===== src/rtl/ddr_test_pkg.sv =====
//------------------------------------------------------------------------------
// Module  : ddr_test_pkg
// Brief   : Shared types, widths and PRBS31 word-step helper for the DDR test.
// Revision: 1.0 - initial release
//------------------------------------------------------------------------------
`default_nettype none

package ddr_test_pkg;

  localparam int BEAT_W  = 128;
  localparam int STATE_W = 3;

  typedef enum logic [STATE_W-1:0] {
    ST_IDLE    = 3'd0,
    ST_WR_CMD  = 3'd1,
    ST_WR_DATA = 3'd2,
    ST_RD_CMD  = 3'd3,
    ST_RD_DATA = 3'd4,
    ST_DONE    = 3'd5
  } state_e;

  // Word MSB holds the oldest sequence bit; each step yields the next 128 bits
  // of s[n] = s[n-31] ^ s[n-28].
  function automatic logic [BEAT_W-1:0] prbs31_step(input logic [BEAT_W-1:0] cur);
    logic [2*BEAT_W-1:0] ext;
    logic [BEAT_W-1:0]   nxt;
    ext = '0;
    nxt = '0;
    for (int j = 0; j < BEAT_W; j++) begin
      ext[j] = cur[BEAT_W-1-j];
    end
    for (int j = BEAT_W; j < 2*BEAT_W; j++) begin
      ext[j] = ext[j-31] ^ ext[j-28];
    end
    for (int j = 0; j < BEAT_W; j++) begin
      nxt[BEAT_W-1-j] = ext[BEAT_W+j];
    end
    return nxt;
  endfunction

endpackage

`default_nettype wire


===== src/rtl/prbs31_128bit.sv =====
//------------------------------------------------------------------------------
// Module  : prbs31_128bit
// Brief   : 128-bit-per-cycle PRBS31 / counter data generator with sync reseed.
// Revision: 1.0 - initial release
//------------------------------------------------------------------------------
`default_nettype none

module prbs31_128bit
  import ddr_test_pkg::*;
#(
  parameter logic [BEAT_W-1:0] PRBS_INIT   = 128'h1,
  parameter bit                PRBS_GEN_EN = 1'b1
) (
  input  logic              clk,
  input  logic              rstn,
  input  logic              clk_en,
  input  logic              seed_load,
  input  logic              cnt_mode,
  input  logic              insert_er,
  output logic [BEAT_W-1:0] dout
);

  generate
    if (PRBS_GEN_EN) begin : g_gen_on
      logic [BEAT_W-1:0] r_state;

      always_ff @(posedge clk or negedge rstn) begin
        if (!rstn) begin
          r_state <= PRBS_INIT;
        end else if (seed_load) begin
          r_state <= PRBS_INIT;
        end else if (clk_en) begin
          r_state <= cnt_mode ? (r_state + {{(BEAT_W-1){1'b0}}, 1'b1})
                              : prbs31_step(r_state);
        end
      end

      assign dout = r_state ^ {{(BEAT_W-1){1'b0}}, insert_er};
    end else begin : g_gen_off
      assign dout = PRBS_INIT;
    end
  endgenerate

endmodule

`default_nettype wire


===== src/rtl/ddr_prbs_test_ctrl.sv =====
//------------------------------------------------------------------------------
// Module  : ddr_prbs_test_ctrl
// Brief   : Writes N bursts of PRBS31/counter data to the DDR user port, reads
//           them back and checks every beat against a regenerated reference.
// Revision: 1.0 - initial release
//------------------------------------------------------------------------------
`default_nettype none

module ddr_prbs_test_ctrl
  import ddr_test_pkg::*;
#(
  parameter int                ADDR_W      = 28,
  parameter int                BURST_BEATS = 4,
  parameter int                ADDR_STEP   = 64,
  parameter logic [BEAT_W-1:0] PRBS_SEED   = 128'h1
) (
  input  logic              clk,
  input  logic              rstn,
  input  logic              start,
  input  logic              abort,
  input  logic              cnt_mode,
  input  logic [ADDR_W-1:0] base_addr,
  input  logic [15:0]       num_bursts,
  input  logic              inject_err,
  output logic              busy,
  output logic              done,
  output logic              pass,
  output logic [31:0]       err_cnt,
  output logic [ADDR_W-1:0] first_err_addr,
  output logic [3:0]        first_err_beat,
  output logic              cmd_valid,
  input  logic              cmd_ready,
  output logic              cmd_write,
  output logic [ADDR_W-1:0] cmd_addr,
  output logic              wdata_valid,
  input  logic              wdata_ready,
  output logic [BEAT_W-1:0] wdata,
  input  logic              rdata_valid,
  input  logic [BEAT_W-1:0] rdata
);

  localparam logic [ADDR_W-1:0] c_addr_step = ADDR_W'(ADDR_STEP);
  localparam logic [3:0]        c_last_beat = 4'(BURST_BEATS - 1);

  state_e            r_state;
  state_e            w_next;

  logic              r_cnt_mode;
  logic [ADDR_W-1:0] r_base;
  logic [15:0]       r_num;
  logic [ADDR_W-1:0] r_addr;
  logic [15:0]       r_burst_idx;
  logic [3:0]        r_beat;
  logic              r_abort;
  logic              r_inj_arm;
  logic [31:0]       r_err_cnt;
  logic [ADDR_W-1:0] r_first_addr;
  logic [3:0]        r_first_beat;
  logic              r_pass;
  logic              r_busy;
  logic              r_done;

  logic              w_cmd_valid;
  logic              w_cmd_write;
  logic              w_wdata_valid;
  logic              w_in_done;

  logic              w_start_acc;
  logic              w_wr_fire;
  logic              w_rd_fire;
  logic              w_last_beat;
  logic              w_last_burst;
  logic              w_abort_pend;
  logic              w_mismatch;
  logic [BEAT_W-1:0] w_gen_dout;
  logic [BEAT_W-1:0] w_chk_dout;

  assign w_start_acc  = (r_state == ST_IDLE) && start;
  assign w_wr_fire    = w_wdata_valid && wdata_ready;
  assign w_rd_fire    = (r_state == ST_RD_DATA) && rdata_valid;
  assign w_last_beat  = (r_beat == c_last_beat);
  assign w_last_burst = (r_burst_idx == (r_num - 16'd1));
  // An abort seen in the same cycle as a burst boundary still stops the test.
  assign w_abort_pend = r_abort || abort;
  assign w_mismatch   = (rdata != w_chk_dout);

  // State register
  always_ff @(posedge clk or negedge rstn) begin
    if (!rstn) begin
      r_state <= ST_IDLE;
    end else begin
      r_state <= w_next;
    end
  end

  // Next-state logic
  always_comb begin
    w_next = r_state;
    case (r_state)
      ST_IDLE: begin
        if (start) begin
          w_next = (num_bursts == 16'd0) ? ST_DONE : ST_WR_CMD;
        end
      end
      ST_WR_CMD: begin
        if (cmd_ready) begin
          w_next = ST_WR_DATA;
        end
      end
      ST_WR_DATA: begin
        if (wdata_ready && w_last_beat) begin
          if (w_abort_pend) begin
            w_next = ST_DONE;
          end else if (w_last_burst) begin
            w_next = ST_RD_CMD;
          end else begin
            w_next = ST_WR_CMD;
          end
        end
      end
      ST_RD_CMD: begin
        if (cmd_ready) begin
          w_next = ST_RD_DATA;
        end
      end
      ST_RD_DATA: begin
        if (rdata_valid && w_last_beat) begin
          w_next = (w_abort_pend || w_last_burst) ? ST_DONE : ST_RD_CMD;
        end
      end
      ST_DONE: begin
        w_next = ST_IDLE;
      end
      default: begin
        w_next = ST_IDLE;
      end
    endcase
  end

  // Output decode
  always_comb begin
    w_cmd_valid   = 1'b0;
    w_cmd_write   = 1'b0;
    w_wdata_valid = 1'b0;
    w_in_done     = 1'b0;
    case (r_state)
      ST_WR_CMD: begin
        w_cmd_valid = 1'b1;
        w_cmd_write = 1'b1;
      end
      ST_WR_DATA: w_wdata_valid = 1'b1;
      ST_RD_CMD:  w_cmd_valid   = 1'b1;
      ST_DONE:    w_in_done     = 1'b1;
      default: begin
        w_cmd_valid = 1'b0;
      end
    endcase
  end

  // Test context, shared address/beat counters and result registers
  always_ff @(posedge clk or negedge rstn) begin
    if (!rstn) begin
      r_cnt_mode   <= 1'b0;
      r_base       <= '0;
      r_num        <= '0;
      r_addr       <= '0;
      r_burst_idx  <= '0;
      r_beat       <= '0;
      r_abort      <= 1'b0;
      r_inj_arm    <= 1'b0;
      r_err_cnt    <= '0;
      r_first_addr <= '0;
      r_first_beat <= '0;
      r_pass       <= 1'b0;
      r_busy       <= 1'b0;
      r_done       <= 1'b0;
    end else begin
      r_done <= w_in_done;

      if (w_start_acc) begin
        r_cnt_mode   <= cnt_mode;
        r_base       <= base_addr;
        r_num        <= num_bursts;
        r_addr       <= base_addr;
        r_burst_idx  <= '0;
        r_beat       <= '0;
        r_abort      <= 1'b0;
        r_err_cnt    <= '0;
        r_first_addr <= '0;
        r_first_beat <= '0;
        r_pass       <= 1'b0;
        r_busy       <= 1'b1;
      end else if (abort && r_busy) begin
        r_abort <= 1'b1;
      end

      if (w_in_done) begin
        r_pass <= (r_err_cnt == 32'd0) && !r_abort;
        r_busy <= 1'b0;
      end

      // The flag is consumed by an accepted beat; a same-cycle pulse re-arms it.
      if (w_wr_fire) begin
        r_inj_arm <= inject_err;
      end else if (inject_err) begin
        r_inj_arm <= 1'b1;
      end

      if (w_wr_fire || w_rd_fire) begin
        if (w_last_beat) begin
          r_beat <= '0;
          if (w_wr_fire && w_last_burst) begin
            r_addr      <= r_base;
            r_burst_idx <= '0;
          end else begin
            r_addr      <= r_addr + c_addr_step;
            r_burst_idx <= r_burst_idx + 16'd1;
          end
        end else begin
          r_beat <= r_beat + 4'd1;
        end
      end

      if (w_rd_fire && w_mismatch) begin
        if (r_err_cnt == 32'd0) begin
          r_first_addr <= r_addr;
          r_first_beat <= r_beat;
        end
        if (r_err_cnt != 32'hFFFF_FFFF) begin
          r_err_cnt <= r_err_cnt + 32'd1;
        end
      end
    end
  end

  prbs31_128bit #(
    .PRBS_INIT   (PRBS_SEED),
    .PRBS_GEN_EN (1'b1)
  ) u_wr_gen (
    .clk       (clk),
    .rstn      (rstn),
    .clk_en    (w_wr_fire),
    .seed_load (w_start_acc),
    .cnt_mode  (r_cnt_mode),
    .insert_er (1'b0),
    .dout      (w_gen_dout)
  );

  prbs31_128bit #(
    .PRBS_INIT   (PRBS_SEED),
    .PRBS_GEN_EN (1'b1)
  ) u_rd_chk (
    .clk       (clk),
    .rstn      (rstn),
    .clk_en    (w_rd_fire),
    .seed_load (w_start_acc),
    .cnt_mode  (r_cnt_mode),
    .insert_er (1'b0),
    .dout      (w_chk_dout)
  );

  assign busy           = r_busy;
  assign done           = r_done;
  assign pass           = r_pass;
  assign err_cnt        = r_err_cnt;
  assign first_err_addr = r_first_addr;
  assign first_err_beat = r_first_beat;
  assign cmd_valid      = w_cmd_valid;
  assign cmd_write      = w_cmd_write;
  assign cmd_addr       = w_cmd_valid ? r_addr : '0;
  assign wdata_valid    = w_wdata_valid;
  assign wdata          = w_wdata_valid ? (w_gen_dout ^ {{(BEAT_W-1){1'b0}}, r_inj_arm}) : '0;

endmodule

`default_nettype wire


===== config.mk =====
export PLATFORM = sky130hd
export DESIGN_NAME = ddr_prbs_test_ctrl
export DESIGN_NICKNAME = d
export VERILOG_FILES = /design/src/rtl/ddr_test_pkg.sv /design/src/rtl/prbs31_128bit.sv /design/src/rtl/ddr_prbs_test_ctrl.sv
export SDC_FILE = /design/constraint.sdc
export NUM_CORES = 2
export LEC_CHECK = 0
export BUFFER_PORTS_ARGS = -buffer_cell sky130_fd_sc_hd__buf_2
export CORE_ASPECT_RATIO = 1.1
export CORE_MARGIN = 5
export CORE_UTILIZATION = 40
export CTS_CLUSTER_SIZE = 10
export DETAILED_ROUTE_END_ITERATION = 7
export HOLD_SLACK_MARGIN = 0.12
export PLACE_DENSITY = 0.63
export SLEW_MARGIN = 20
export SYNTH_ARGS = -nofsm -noshare
export SYNTH_HDL_FRONTEND = slang
export SYNTH_HIERARCHICAL = 1
export SYNTH_SLANG_ARGS = --single-unit

===== constraint.sdc =====
create_clock -name clk -period 5.94 [get_ports clk]
set_input_delay 0.891 -clock clk [delete_from_list [all_inputs] [get_ports clk]]
set_output_delay 0.891 -clock clk [all_outputs]
set_load 0.05 [all_outputs]

==> results.txt <==
run status: complete, no violations
DR iter-0 viols: 4,681
Crit path required time: 6.51 ns
largest net degree at the start of global routing: 178
Routed WL per cell: 28.6 um
leakage: 15.5 nW
Worst-Margin Slew: 1.21 ns
WL final: 162,000 um
critical-path cell list: nand4_1 -> nor3_1 -> nand4_1 -> nor4_1 -> nand4_1 -> a21oi_1
Reg clk slew, reported paths: 0.06 ns
crit-path max FO: 11
Area after DPL: 0.0363 sq mm
setup repair after global routing missed its margin: false
Overall Power: 17.5 mW
H-tree depth: 2
# resized after CTS: 0
hpwl dp: 115,000 um
post-synthesis cell type count: 87
average size of a mapped cell: 7.86 sq um
total routing usage reported by global routing: 0.327
Vias/cell: 6.44
relative slew slack: 0.189
Final period util: 0.728
Fin Setup TNS: 0 ns
Most used DFF post-synth: dfrtp_1
initial antenna violation count: 5
register area share after synthesis: 0.301
io pins: 407
Yosys warning count: 6
GR peak layer: met2
Vias: 36,400
Gate Count Post-Synth: 4,460
Antenna Nets Post-Route: 0
crit end category: flop
synthesized flop and latch total: 421
Initial Util: 0.404
M3 GR Usage: 0.0688
MaxCap Viol Count: 0
Worst Hold Class: input pin to asynchronous set/reset pin
Fin. Hold Viols: 0
final clock skew: 0.0387 ns
min cycle time layout: 4.32 ns
cts bufs inserted: 54
final setup vio count: 0
Largest stage delay, worst path: 1.02 ns
grt met1 use: 0.406
Crit path top cell by count: nand4_1
post-route cell area: 0.0381 sq mm
via count of the first global-routing pass: 34,900
global placer's final weighted congestion: 1.04
Async S/R FF share, synth: 1.00
CP max stage cell: nor4_1
IR drop worst, VDD: 0.324 mV
Core Rows: 113
Startpoint Class: flop
drt pass-1 iters: 6
TritonCTS Sinks: 421
Final Core Density: 0.440
Core Area: 0.0867 sq mm
Clock Tree Root: clkbuf_16
Port Buf Inserts: 406
synth-to-layout area growth: 8.72%
TritonCTS clock tree: done
max-slew violation count: 0
synthesized area: 0.0350 sq mm
Worst Path Arrival: 4.90 ns
global-route wire length before repair: 235,000 um
CTS max path bufs: 3
Clock Latency Late Sink: 0.66 ns
DRC errors left: 0
die width: 292 um
Fmax achieved: 231 MHz
grt met2 use: 0.519
quantity of hold-fixing buffers added after cts: 0
share of layout cells above drive strength 1: 0.156
Die H: 320 um
Post-synth EDFFs: 0
fin nets: 4,648
die area: 0.0936 sq mm
grt total ovfl: 0
Post-CTS Repair Setup Buffers: 0
PD cells: 459 mW/mm^2
WS Path Type: flop to flop
## Yosys cell counts, drive strengths merged (18+ instances only)
master	count	area, sq um
dfrtp	419	10500
nand4	209	1380
nand3	192	981
o31ai	28	210
or4	51	394
mux2i	102	1020
a21oi	164	821
or2	21	131
o21ai	212	1060
nor4	155	1140
buf	343	2390
or3	46	288
o211ai	39	293
nand2b	33	206
nor2	281	1050
and4	22	193
nand2	549	2060
nor3	123	647
inv	123	462
xor2	124	1090
and2	143	895
a22oi	64	480
clkbuf	228	856
a211oi	32	240
and3	79	494
nand3b	18	135
a21o	18	135
a31oi	61	382
o22ai	35	219
xnor2	310	2720
## cell usage in the layout, fill, tap and decap left out, types with 39 or more instances in the layout
master	count
nand2_1	548
dfrtp_1	418
buf_2	405
xnor2_1	309
nor2_1	277
nand4_1	203
nand3_1	187
o21ai_0	180
a21oi_1	164
and2_1	143
nor4_1	129
xor2_1	123
nor3_1	118
inv_1	115
mux2i_1	102
buf_4	102
and3_1	78
a22oi_1	64
a31oi_1	61
clkbuf_16	54
or4_1	48
or3_1	45
o211ai_1	39
## worst paths after layout
path	from	endpoint	slack [ns]	cells past startpoint
max	u_wr_gen/g_gen_on.r_state[3]$_DFFE_PN0P_	u_wr_gen/g_gen_on.r_state[105]$_DFFE_PN0P_	1.62	6
min	rstn	u_wr_gen/g_gen_on.r_state[25]$_DFFE_PN0P_	0.29	1
max reg2reg	u_wr_gen/g_gen_on.r_state[3]$_DFFE_PN0P_	u_wr_gen/g_gen_on.r_state[105]$_DFFE_PN0P_	1.62	6
min reg2reg	r_base[25]$_DFFE_PN0P_	r_base[25]$_DFFE_PN0P_	0.48	2
max in group asynchronous	rstn	r_base[12]$_DFFE_PN0P_	4.33	2
min in group clk	base_addr[5]	r_base[5]$_DFFE_PN0P_	0.44	3
## kinds of logic after synthesis
kind of cell	after synthesis	synth area share
adders and majority gates	8	0.00286
muxes	107	0.0307
buffers and inverters	694	0.106
xor gates and xnor gates	434	0.108
DFF	421	0.301
AOI/OAI and AO/OA	823	0.154
and+or+nand+nor	1972	0.297
other	1	0.000107
## flip-flops by register name, indices dropped and copies added, names as in the netlist, 3 cells and up
register and count:
first_err_beat 4, first_err_addr 28, r_addr 28, r_base 28, r_state 3, r_num 16, err_cnt 32, r_beat 4
u_wr_gen/g_gen_on.r_state 128, u_rd_chk/g_gen_on.r_state 128, r_burst_idx 16
## area by class of cell
| cell class | instances | area [sq um] |
|---|---|---|
| Timing Repair Buffer | 513 | 2900 |
| Tap cell | 1150 | 1440 |
| Clock inverter | 11 | 184 |
| Antenna cell | 2 | 5.00 |
| Multi-Input combinational cell | 3346 | 20900 |
| Sequential cell | 421 | 10500 |
| Fill cell | 8727 | 48600 |
| Clock buffer | 89 | 1630 |
| Inverter | 123 | 470 |
## routing by layer
metal  wire length (um)  vias to the layer above  part of all wire
met5                  0                        -                 0
met4              12900                        0             0.080
met3              16700                      654              0.10
met2              71700                     2473              0.44
met1              60200                    17500              0.37
li1                   -                    15800                 -
## power by group
part | total (mW) | switching (mW) | internal (mW)
logic | 8.37 | 5.63 | 2.74
registers | 5.69 | 1.98 | 3.71
clock network | 3.43 | 1.46 | 1.97
total | 17.5 | 9.07 | 8.42
## metrics by stage
step | cells | hold slack, ns | setup WS [ns]
after floorplan | 4461 | 0.446 | 2.62
after global placement | 5553 | 0.458 | 1.73
after detailed placement | 5553 | 0.465 | 1.63
after CTS | 5653 | 0.323 | 1.65
after global routing | 5653 | 0.328 | 1.50
final | 5655 | 0.290 | 1.62
## critical path: cells and delay by family, from the launching register on
kind	cells	cell delay (ns)
compound gates	1	0.20
simple gates	5	3.11
flops	1	0.93
(Power assumes the default switching activity.)
